`config.mk`:
```
export PLATFORM = sky130hd
export DESIGN_NAME = branch_resolver
export DESIGN_NICKNAME = d
export VERILOG_FILES = /design/src/rtl/branch_resolver.sv
export SDC_FILE = /design/constraint.sdc
export NUM_CORES = 1
export LEC_CHECK = 0
export BUFFER_PORTS_ARGS = -buffer_cell sky130_fd_sc_hd__buf_2
export CAP_MARGIN = 20
export CORE_UTILIZATION = 25
export DETAILED_ROUTE_END_ITERATION = 16
export HOLD_SLACK_MARGIN = 0.06
export PLACE_DENSITY = 0.47
export SLEW_MARGIN = 5
export SYNTH_ARGS = -nofsm -noshare
export SYNTH_HDL_FRONTEND = slang
export SYNTH_SLANG_ARGS = --single-unit
```
`constraint.sdc`:
```
create_clock -name CLK -period 4.8 [get_ports CLK]
set_input_delay 0.48 -clock CLK [delete_from_list [all_inputs] [get_ports CLK]]
set_output_delay 0.48 -clock CLK [all_outputs]
set_load 0.005 [all_outputs]
```
`src/rtl/branch_resolver.sv`:
```
// EX-stage branch resolver: combinational take decision, registered one-cycle PC redirect (1-cycle latency).
// No backpressure; branches landing in the flush shadow (SH_CNT>1) are dropped as squashed instructions.
module branch_resolver #(
   parameter int PC_W = 10
) (
   input  logic            CLK,
   input  logic            RESET,
   input  logic            BR_VALID,
   input  logic [2:0]      BR_TYPE,
   input  logic [PC_W-1:0] BR_TARGET,
   input  logic [PC_W-1:0] RET_ADDR,
   input  logic            C_FLAG,
   input  logic            Z_FLAG,
   input  logic            FLG_LD_WB,
   input  logic            C_WB,
   input  logic            Z_WB,
   output logic            UNCON_BRN,
   output logic            TAKE_COND_BRN,
   output logic            PC_LD,
   output logic [PC_W-1:0] PC_TARGET,
   output logic            SHADOW,
   output logic [7:0]      TAKEN_CNT
);

   localparam logic [2:0] T_NONE = 3'b000;
   localparam logic [2:0] T_BRN  = 3'b001;
   localparam logic [2:0] T_BREQ = 3'b010;
   localparam logic [2:0] T_BRNE = 3'b011;
   localparam logic [2:0] T_BRCS = 3'b100;
   localparam logic [2:0] T_BRCC = 3'b101;
   localparam logic [2:0] T_CALL = 3'b110;
   localparam logic [2:0] T_RET  = 3'b111;

   typedef enum logic {IDLE, FLUSH} state_t;

   state_t          state_q;
   logic [2:0]      sh_cnt_q, sh_cnt_d;
   logic            pc_ld_q;
   logic [PC_W-1:0] pc_target_q;
   logic            shadow_q;
   logic [7:0]      taken_cnt_q;

   logic eff_c, eff_z;
   logic cond_true;
   logic is_uncon;
   logic accept_ok;
   logic redirect;

   always_comb begin
      // A flag write retiring this cycle is not yet architected, so bypass it.
      eff_c     = FLG_LD_WB ? C_WB : C_FLAG;
      eff_z     = FLG_LD_WB ? Z_WB : Z_FLAG;
      cond_true = 1'b0;
      is_uncon  = 1'b0;
      case (BR_TYPE)
         T_BRN, T_CALL, T_RET: is_uncon  = 1'b1;
         T_BREQ:               cond_true = eff_z;
         T_BRNE:               cond_true = ~eff_z;
         T_BRCS:               cond_true = eff_c;
         T_BRCC:               cond_true = ~eff_c;
         T_NONE:               cond_true = 1'b0;
         default:              cond_true = 1'b0;
      endcase
      accept_ok     = BR_VALID && (sh_cnt_q <= 3'd1) && !RESET;
      UNCON_BRN     = accept_ok && is_uncon;
      TAKE_COND_BRN = accept_ok && cond_true;
      redirect      = UNCON_BRN || TAKE_COND_BRN;
      if (redirect)
         sh_cnt_d = 3'd4;
      else if (sh_cnt_q != 3'd0)
         sh_cnt_d = sh_cnt_q - 3'd1;
      else
         sh_cnt_d = 3'd0;
   end

   always_ff @(posedge CLK) begin
      if (RESET) begin
         state_q     <= IDLE;
         sh_cnt_q    <= 3'd0;
         pc_ld_q     <= 1'b0;
         pc_target_q <= '0;
         shadow_q    <= 1'b0;
         taken_cnt_q <= 8'd0;
      end else begin
         sh_cnt_q <= sh_cnt_d;
         shadow_q <= (sh_cnt_d > 3'd1);
         pc_ld_q  <= redirect;
         if (redirect) begin
            pc_target_q <= (BR_TYPE == T_RET) ? RET_ADDR : BR_TARGET;
            taken_cnt_q <= taken_cnt_q + 8'd1;
         end
         case (state_q)
            IDLE:    state_q <= redirect ? FLUSH : IDLE;
            FLUSH:   state_q <= (sh_cnt_d == 3'd0) ? IDLE : FLUSH;
            default: state_q <= IDLE;
         endcase
      end
   end

   assign PC_LD     = pc_ld_q;
   assign PC_TARGET = pc_target_q;
   assign SHADOW    = shadow_q;
   assign TAKEN_CNT = taken_cnt_q;

endmodule
```
# == Yosys cells after proc, flatten, opt, wreduce, memory -nomap -nowiden ==
# Cells that the tools add are included.
# totals
rom_bits,0
wordCells,33
reg_bits,23
mem_count,0
latchBits,0
output_inout_bits,22
in_bits,31
mem_bits_rw,0
# classes
shifts,0
n_div,0
eq_ne,7
mul,0
add_sub_neg,2
bitwise_logic,2
mux,7
n_lt_le_gt_ge,2
reduce_logical,8
# op_table
operator,count
3-bit equality test (second input constant),4
10-bit 2-to-1 mux,1
8-bit by 1-bit adder with 8-bit output (second input constant),1
3-bit by 2-bit equality test with 1-bit output (second input constant),2
3-bit 2-to-1 mux,2
1-bit logical AND,4
1-bit one-hot mux with 4 select lines,1
3-bit by 1-bit equality test with 1-bit output (second input constant),1
3-bit by 1-bit > comparator with 1-bit output (second input constant),1
3-bit by 1-bit less-or-equal comparator with 1-bit output (second input constant),1
1-bit 2-to-1 mux,3
3-bit nonzero test,1
3-bit OR reduction,1
3-bit by 1-bit subtractor with 3-bit output (second input constant),1
1-bit NOT,2
1-bit zero test,1
1-bit logical OR,1

# == Depth between registers and ports, before layout ==
# Gate-level depths: netlist of the first run.
# logic_depth
ltp_word,7
depth_mapped,7

# == Worst setup path before layout of the first run ==
# OpenSTA, ideal clock, no wires.
# synth_timing
kind,input to register
start,input port RESET
end,register taken_cnt_q[6] (netlist: TAKEN_CNT[6])
arrival_time_ps,1958
cell_stages,6
setup_ps,123
required_ps,4677
path_slack_ps,2719
path_cell_list,buf_2 > or4b_4 > a211oi_2 > o2bb2ai_2 > nand4_1 > mux2_1
# synth_via
elab_chain_len,4
elab_cells_between_ends,5
classes_between,5 x reduce/logical
# synth_lines
item,line,source
from (decl),7,"input logic RESET,"
1-bit zero test,64,accept_ok = BR_VALID && (sh_cnt_q <= 3'd1) && !RESET;
1-bit logical AND,64,
1-bit logical AND (on tied branches),"65, 66",
1-bit logical OR,67,redirect = UNCON_BRN || TAKE_COND_BRN;
to (signal assigned),90,taken_cnt_q <= taken_cnt_q + 8'd1;
to (decl),41,logic [7:0] taken_cnt_q;
# Several ways; a longest one is shown, not always the timed one.
# A chain may end at the register's enable or synchronous reset.

# == Final worst setup path of the first run ==
# Same ends and word-level chain as after synthesis.

==> summary.txt, run 1 <==
Run status
  – Status: finished with violations
  – Violated checks: design-rule violations

Power and ir drop
  – Power Dens Cells: 260 nW/µm²
  – P_leak: 0.000755 µW
  – Max IR drop VDD: 0.114 mV
  – Power share of the combinational group: 18.4%
  – NetSw: 104 µW
  – Clock power frac: 29.8%
  – Cell internal pwr: 295 µW
  – Sequential power share: 51.8%
  – Switching Fraction: 26.1%

Global route
  – Initial antenna violation count: 0
  – Vias in the first global route: 1,075
  – Most Crowded Layer GR: met2
  – Grt met3 use: 2.95%
  – First-pass GRT wire length: 4510 µm
  – Total grt overflow: 0
  – M2 GR Usage: 21.3%
  – Grt met1 use: 11.6%
  – GRT Overall Usage: 11.0%
  – Pin count of the biggest net entering global routing: 35

Synth
  – Top cells by area, synth: dfxtp_1 38%, mux2i_1 12%, a211oi_2 11%
  – Area share of the largest cell type after synthesis: 38.3%
  – Syn Nets: 159
  – Post-synthesis cell area: 1200 µm²
  – Yosys warning total: 0
  – Post-synthesis mux area share: 14.3%
  – Post-synthesis sequential area ratio: 38.3%
  – Register bit total from synthesis: 23
  – Post-synthesis adder-cell area fraction: 3.12%
  – Compound-cell area share of the yosys netlist: 17.7%
  – Post-synth top area cell: dfxtp_1
  – Syn_area_per_cell: 9.63 µm²
  – Synth Area in XOR/XNOR: 2.18%
  – Largest family of logic cells by synthesized area: simple AND/OR/NAND/NOR gates
  – Fraction of the mapped netlist area in simple logic gates: 18.6%
  – Cell variety after synth: 31
  – Post-Synthesis Cells: 125

Clock network
  – Postcts setup bufs: 0
  – Hold buffer count at CTS: 0
  – Cts bufs inserted: 3
  – Root Buffer Master: clkbuf_8
  – H-tree depth: 1
  – Max Buffers Root-to-Sink: 2
  – Clock Pin Slew Worst Setup and Hold Paths: 0.08 ns
  – CTS tree: built
  – Clock latency at the later pin of the worst-skew pair: 0.26 ns
  – Clock Sinks: 23
  – # resized after CTS: 0

Die
  – Die Y: 71.4 µm
  – Initial core utilization: 26.7%
  – Ports: 53
  – FP Rows: 24
  – Die area: 5100 µm²
  – Core Area: 4500 µm²
  – Chip Width: 71.4 µm

Critical path
  – WP data arrival: 2.54 ns
  – R2R depth: 6
  – CP Launch Type: primary input
  – Critical path class: primary input to register
  – CP bufs+invs: 2
  – Crit. Startpoint: RESET
  – CP max-delay cell: or4b_4
  – Max FO, Critical Path: 34
  – R2r setup slk: 2.57 ns
  – CP top delay family: simple AND/OR/NAND/NOR gates
  – WP data required: 4.95 ns
  – Slowest stage delay, CP: 0.57 ns
  – Reg2reg end: TAKEN_CNT[6]$_SDFFE_PP0P_
  – Reg2reg start: sh_cnt_q[2]$_SDFF_PP0_
  – Critical path cell sequence: buf_2 > or4b_4 > a211oi_2 > o2bb2ai_2 > buf_4 > nand4_1 > mux2_1
  – CP Capture Type: register

Timing
  – Slew of the pin with the lowest slew margin: 0.643 ns
  – Hold_ws: 0.435 ns
  – RSZ-0062 raised after global routing: false
  – Clk_skew: 0.00156 ns
  – Final setup fails: 0
  – Min Clock Period, post-route: 2.38 ns
  – Post-Route Setup TNS: 0 ns
  – Hold violation total from the final report: 0
  – Peak Freq: 0.420 GHz
  – Final Max Slew Viols: 0
  – Slew HR: 57.0%
  – Fin crit share: 49.6%

Routing
  – Routed via count: 1,092
  – WL/cell: 12.0 µm
  – Final ANT Viol Nets: 0
  – Vias per inst: 4.83
  – Post-route DRC violation count: 3
  – Routed wire length: 2720 µm
  – First-pass DRT Iterations: 10
  – DR iter-0 viols: 46

Cells and area
  – Fin util: 34.1%
  – Final #Nets: 209
  – # diodes: 0
  – Fin cells: 226
  – Share of layout cells above drive strength 1: 40.8%
  – Syn-to-layout area delta: 27.4%
  – Cell area after layout: 1530 µm²
  – FILL cells: 466

Placement
  – Cells after DPL: 222
  – Routability congestion estimate: 0.752
  – Port bufs: 52
  – Placed cell areas: 1490 µm²
  – DP HPWL: 2040 µm

Min path
  – WHS Path Cells: 1
  – HP Start: sh_cnt_q[0]$_SDFF_PP0_
  – Worst Hold Path EP: sh_cnt_q[0]$_SDFF_PP0_
  – Min-delay worst type: register to register

Run
  – MaxCap Viol Count: 0
synthesized netlist by cell type:
cell / count
nor2b_1: 2
a31o_2: 1
or2_2: 1
a21o_1: 1
a211oi_2: 11
nand2b_1: 2
o311ai_1: 1
nand2_1: 3
nor2_1: 16
o21ai_0: 1
and2_1: 2
dfxtp_1: 23
nor3_1: 2
inv_1: 6
buf_6: 2
and4_1: 1
nand3_1: 6
xnor2_1: 3
mux2i_1: 15
or4b_4: 1
nand4_1: 2
nor4_1: 1
mux2_1: 2
ha_1: 3
o2bb2ai_2: 1
nor4b_1: 1
a21oi_1: 6
clkbuf_1: 3
and3_1: 3
buf_2: 2
buf_1: 1
worst max path at each step:
stage	to	slack, ns	depth (start not counted)
floorplan	TAKEN_CNT[6]$_SDFFE_PP0P_	2.72	6
global placement	TAKEN_CNT[6]$_SDFFE_PP0P_	2.18	7
detailed placement	TAKEN_CNT[6]$_SDFFE_PP0P_	2.13	7
CTS	TAKEN_CNT[6]$_SDFFE_PP0P_	2.41	7
global route	TAKEN_CNT[6]$_SDFFE_PP0P_	2.29	7
finish	TAKEN_CNT[6]$_SDFFE_PP0P_	2.42	7
cell type report:
cell class,instances,area [µm²],area share (%)
Sequential cell,23,460,30.0
Tap cell,52,65.1,4.24
Timing Repair Buffer,53,268,17.5
Inverter,6,22.5,1.47
Multi-Input combinational cell,88,673,43.9
Clock buffer,4,45.0,2.94
power groups by stage:
stage	Sequential, µW	Combinational [µW]	Clock (µW)
2_1_floorplan	211	46.8	0
3_3_place_gp	211	71.3	0
3_5_place_dp	211	73.9	0
4_1_cts	207	74.1	124
5_1_grt	208	81.5	130
6_report	206	73.2	119
cells by family after synthesis:
family	Yosys count
flops	23
compound gates	22
fa+ha+maj	3
xor+xnor	3
buf+inv	14
mux	17
simple gates	43
layout by cell type, fill, tap and decap left out, types with 2 or more instances in the layout:
cell type,instances
a211oi_2,11
a21oi_1,6
and2_1,2
and3_1,3
buf_2,52
clkbuf_8,3
dfxtp_1,23
ha_1,3
inv_1,6
mux2_1,2
mux2i_1,15
nand2_1,3
nand2b_1,2
nand3_1,6
nand4_1,2
nor2_1,16
nor2b_1,2
nor3_1,2
xnor2_1,3
layer usage:
layer  share of wire (%)  vias to the layer above
met3                 4.5                        5
met2                  51                       27
li1                    -                      539
met5                   0                        -
met1                  43                      521
met4                 1.3                        0
metrics by stage:
step | setup slack, ns | power, µW
6_report | 2.42 | 399
5_1_grt | 2.29 | 420
4_1_cts | 2.41 | 405
3_5_place_dp | 2.13 | 285
3_3_place_gp | 2.18 | 282
2_1_floorplan | 2.72 | 258
registers in the layout, indices dropped and copies added (netlist names):
register and flops:
TAKEN_CNT 8, PC_LD 1, sh_cnt_q 3, PC_TARGET 10, SHADOW 1
No activity file was read; power rests on OpenSTA's default activity.
==> inputs of run 2 (changes only) <==
Settings changed: ABC_AREA set to 1, PLACE_DENSITY 0.47 to 0.46.
Clock period 4.8 ns to 2.5 ns, I/O delays scaled along.
==> summary.txt, run 2 <==
Cells and area
  – Share of layout cells above drive strength 1: 45.4%
  – Syn-to-layout area delta: 25.4%
  – # diodes: 0
  – Final #Nets: 251
  – Largest register FFs: 10
  – Commonest non-fill, non-tap cells in the layout: 52 x buf_2, 38 x nand2_1, 23 x dfxtp_1
  – Commonest non-fill, non-tap cell in the layout: buf_2

Clock network
  – CTS tree: built
  – Clock Sinks: 23
  – Clock Pin Slew Worst Setup and Hold Paths: 0.08 ns
  – Hold buffer count at CTS: 0
  – Postcts setup bufs: 0
  – Clock latency at the later pin of the worst-skew pair: 0.26 ns
  – Root Buffer Master: clkbuf_8
  – Max Buffers Root-to-Sink: 2
  – Cts bufs inserted: 3
  – H-tree depth: 1
  – # resized after CTS: 0

Synth
  – Register bit total from synthesis: 23
  – Syn Nets: 198
  – Most frequent cell after synthesis: nand2_1
  – Yosys warning total: 0
  – Area share of the largest cell type after synthesis: 34.1%
  – Syn_area_per_cell: 8.22 µm²
  – Top cells by count, synth: 38 x nand2_1, 23 x dfxtp_1, 13 x nand3_1, 10 x mux2_2, 10 x nand3_2
  – Cell variety after synth: 29
  – Post-synthesis cell area: 1350 µm²
  – Ys async rst share: 0%
  – Post-Synthesis Cells: 164
  – Top_reg_cell synth: dfxtp_1
  – Post-synth EDFFs: 0
  – Top cells by area, synth: dfxtp_1 34%, nand2_1 11%, mux2_2 8.3%
  – Post-synth top area cell: dfxtp_1
  – Post-synthesis sequential area ratio: 34.1%

Routing
  – Final ANT Viol Nets: 0
  – DR iter-0 viols: 63
  – WL/cell: 10.7 µm
  – Routed via count: 1,204
  – Routed wire length: 3070 µm
  – Vias per inst: 4.21
  – Post-route DRC violation count: 0
  – First-pass DRT Iterations: 4

Power and ir drop
  – NetSw: 215 µW
  – Cell internal pwr: 569 µW
  – Switching Fraction: 27.4%
  – Sequential power share: 50.8%
  – Max IR drop VDD: 0.146 mV
  – Power Dens Cells: 463 nW/µm²
  – Clock power frac: 29.7%
  – P_leak: 0.000800 µW
  – Power share of the combinational group: 19.5%

Die
  – Chip Width: 75.5 µm
  – Die Y: 75.5 µm
  – Core Area: 5140 µm²
  – FP Rows: 26
  – Ports: 53
  – Die area: 5690 µm²
  – Initial core utilization: 26.2%

Critical path
  – Max FO, Critical Path: 19
  – Critical path class: register to output pin
  – WP data required: 2.25 ns
  – WP data arrival: 1.35 ns
  – Slowest stage delay, CP: 0.35 ns
  – CP Capture Type: output pin
  – CP Launch Type: register
  – Critical path cell sequence: nor3_4 > nand3b_1 > buf_4 > inv_1 > buf_2
  – CP max-delay cell: dfxtp_1

Global route
  – Initial antenna violation count: 0
  – GRT Overall Usage: 11.2%
  – Total grt overflow: 0
  – Pin count of the biggest net entering global routing: 20
  – First-pass GRT wire length: 4790 µm
  – Vias in the first global route: 1,089

Timing
  – Hold violation total from the final report: 0
  – Final setup fails: 0
  – Slew HR: 76.2%
  – Final Max Slew Viols: 0
  – Hold_ws: 0.278 ns
  – Min Clock Period, post-route: 1.60 ns
  – Peak Freq: 0.625 GHz
  – Post-Route Setup TNS: 0 ns
  – Fin crit share: 64.0%
  – Clk_skew: 0.00150 ns
  – RSZ-0062 raised after global routing: false
  – Slew of the pin with the lowest slew margin: 0.356 ns

Min path
  – Min-delay worst type: primary input to register

Placement
  – Routability congestion estimate: 0.716
  – DP HPWL: 2270 µm
  – Port bufs: 52

Run status
  – Status: completed

Run
  – MaxCap Viol Count: 0
## run 2: worst paths after layout
kind                                             endpoint                   start  cells past startpoint  slack (ns)
worst max-delay path                            UNCON_BRN  sh_cnt_q[2]$_SDFF_PP0_                      5        0.90
worst min-delay path            TAKEN_CNT[0]$_SDFFE_PP0P_                   RESET                      4        0.28
worst max register to register  TAKEN_CNT[4]$_SDFFE_PP0P_  sh_cnt_q[2]$_SDFF_PP0_                      6        1.04
worst min register to register     sh_cnt_q[0]$_SDFF_PP0_  sh_cnt_q[0]$_SDFF_PP0_                      1        0.46
## run 2: through the flow
step	utilization [%]	area, µm²	instances	setup WS, ns	total power, µW
5_1_grt	32.9	1690	286	0.792	836
3_5_place_dp	32.0	1650	282	0.882	563
3_3_place_gp	32.0	1650	282	0.871	562
6_report	32.9	1690	286	0.899	784
2_1_floorplan	-	1350	164	1.17	509
4_1_cts	32.9	1690	286	0.880	797
## run 2: critical path: cells and delay by family, from the launching register on
family / cells / cell delay, ns
buf+inv: 3 / 0.42
flops: 1 / 0.35
simple gates: 2 / 0.32
## run 2: cell type report
type | count | area, µm²
Clock buffer | 4 | 45.0
Fill cell | 583 | 3450
Inverter | 14 | 55.1
Multi-Input combinational cell | 119 | 753
Sequential cell | 23 | 460
Tap cell | 70 | 87.6
Timing Repair Buffer | 56 | 290
## run 2: cells by family (layout without fill, tap and decap cells)
family          Yosys count  after routing  synth area share [%]
compound gates           21             21                  10.0
buf+inv                  22             74                  10.0
mux                      10             10                  8.35
flops                    23             23                  34.1
fa+ha+maj                 3              3                  2.78
xor+xnor                  5              5                  3.25
simple gates             80             80                  31.4
## run 2: routing by layer
layer	up-vias	routed length [µm]	track usage [%]
met5	-	0	0
met4	0	39	3.09
met3	4	119	3.31
met2	21	1470	19.7
met1	541	1440	13.3
li1	638	-	-
## run 2: power by group through the flow
stage	sequential, µW	clock [µW]	combinational [µW]
floorplan	408	0	101
global placement	408	0	154
detailed placement	408	0	155
CTS	399	242	156
global route	402	264	170
finish	399	233	153
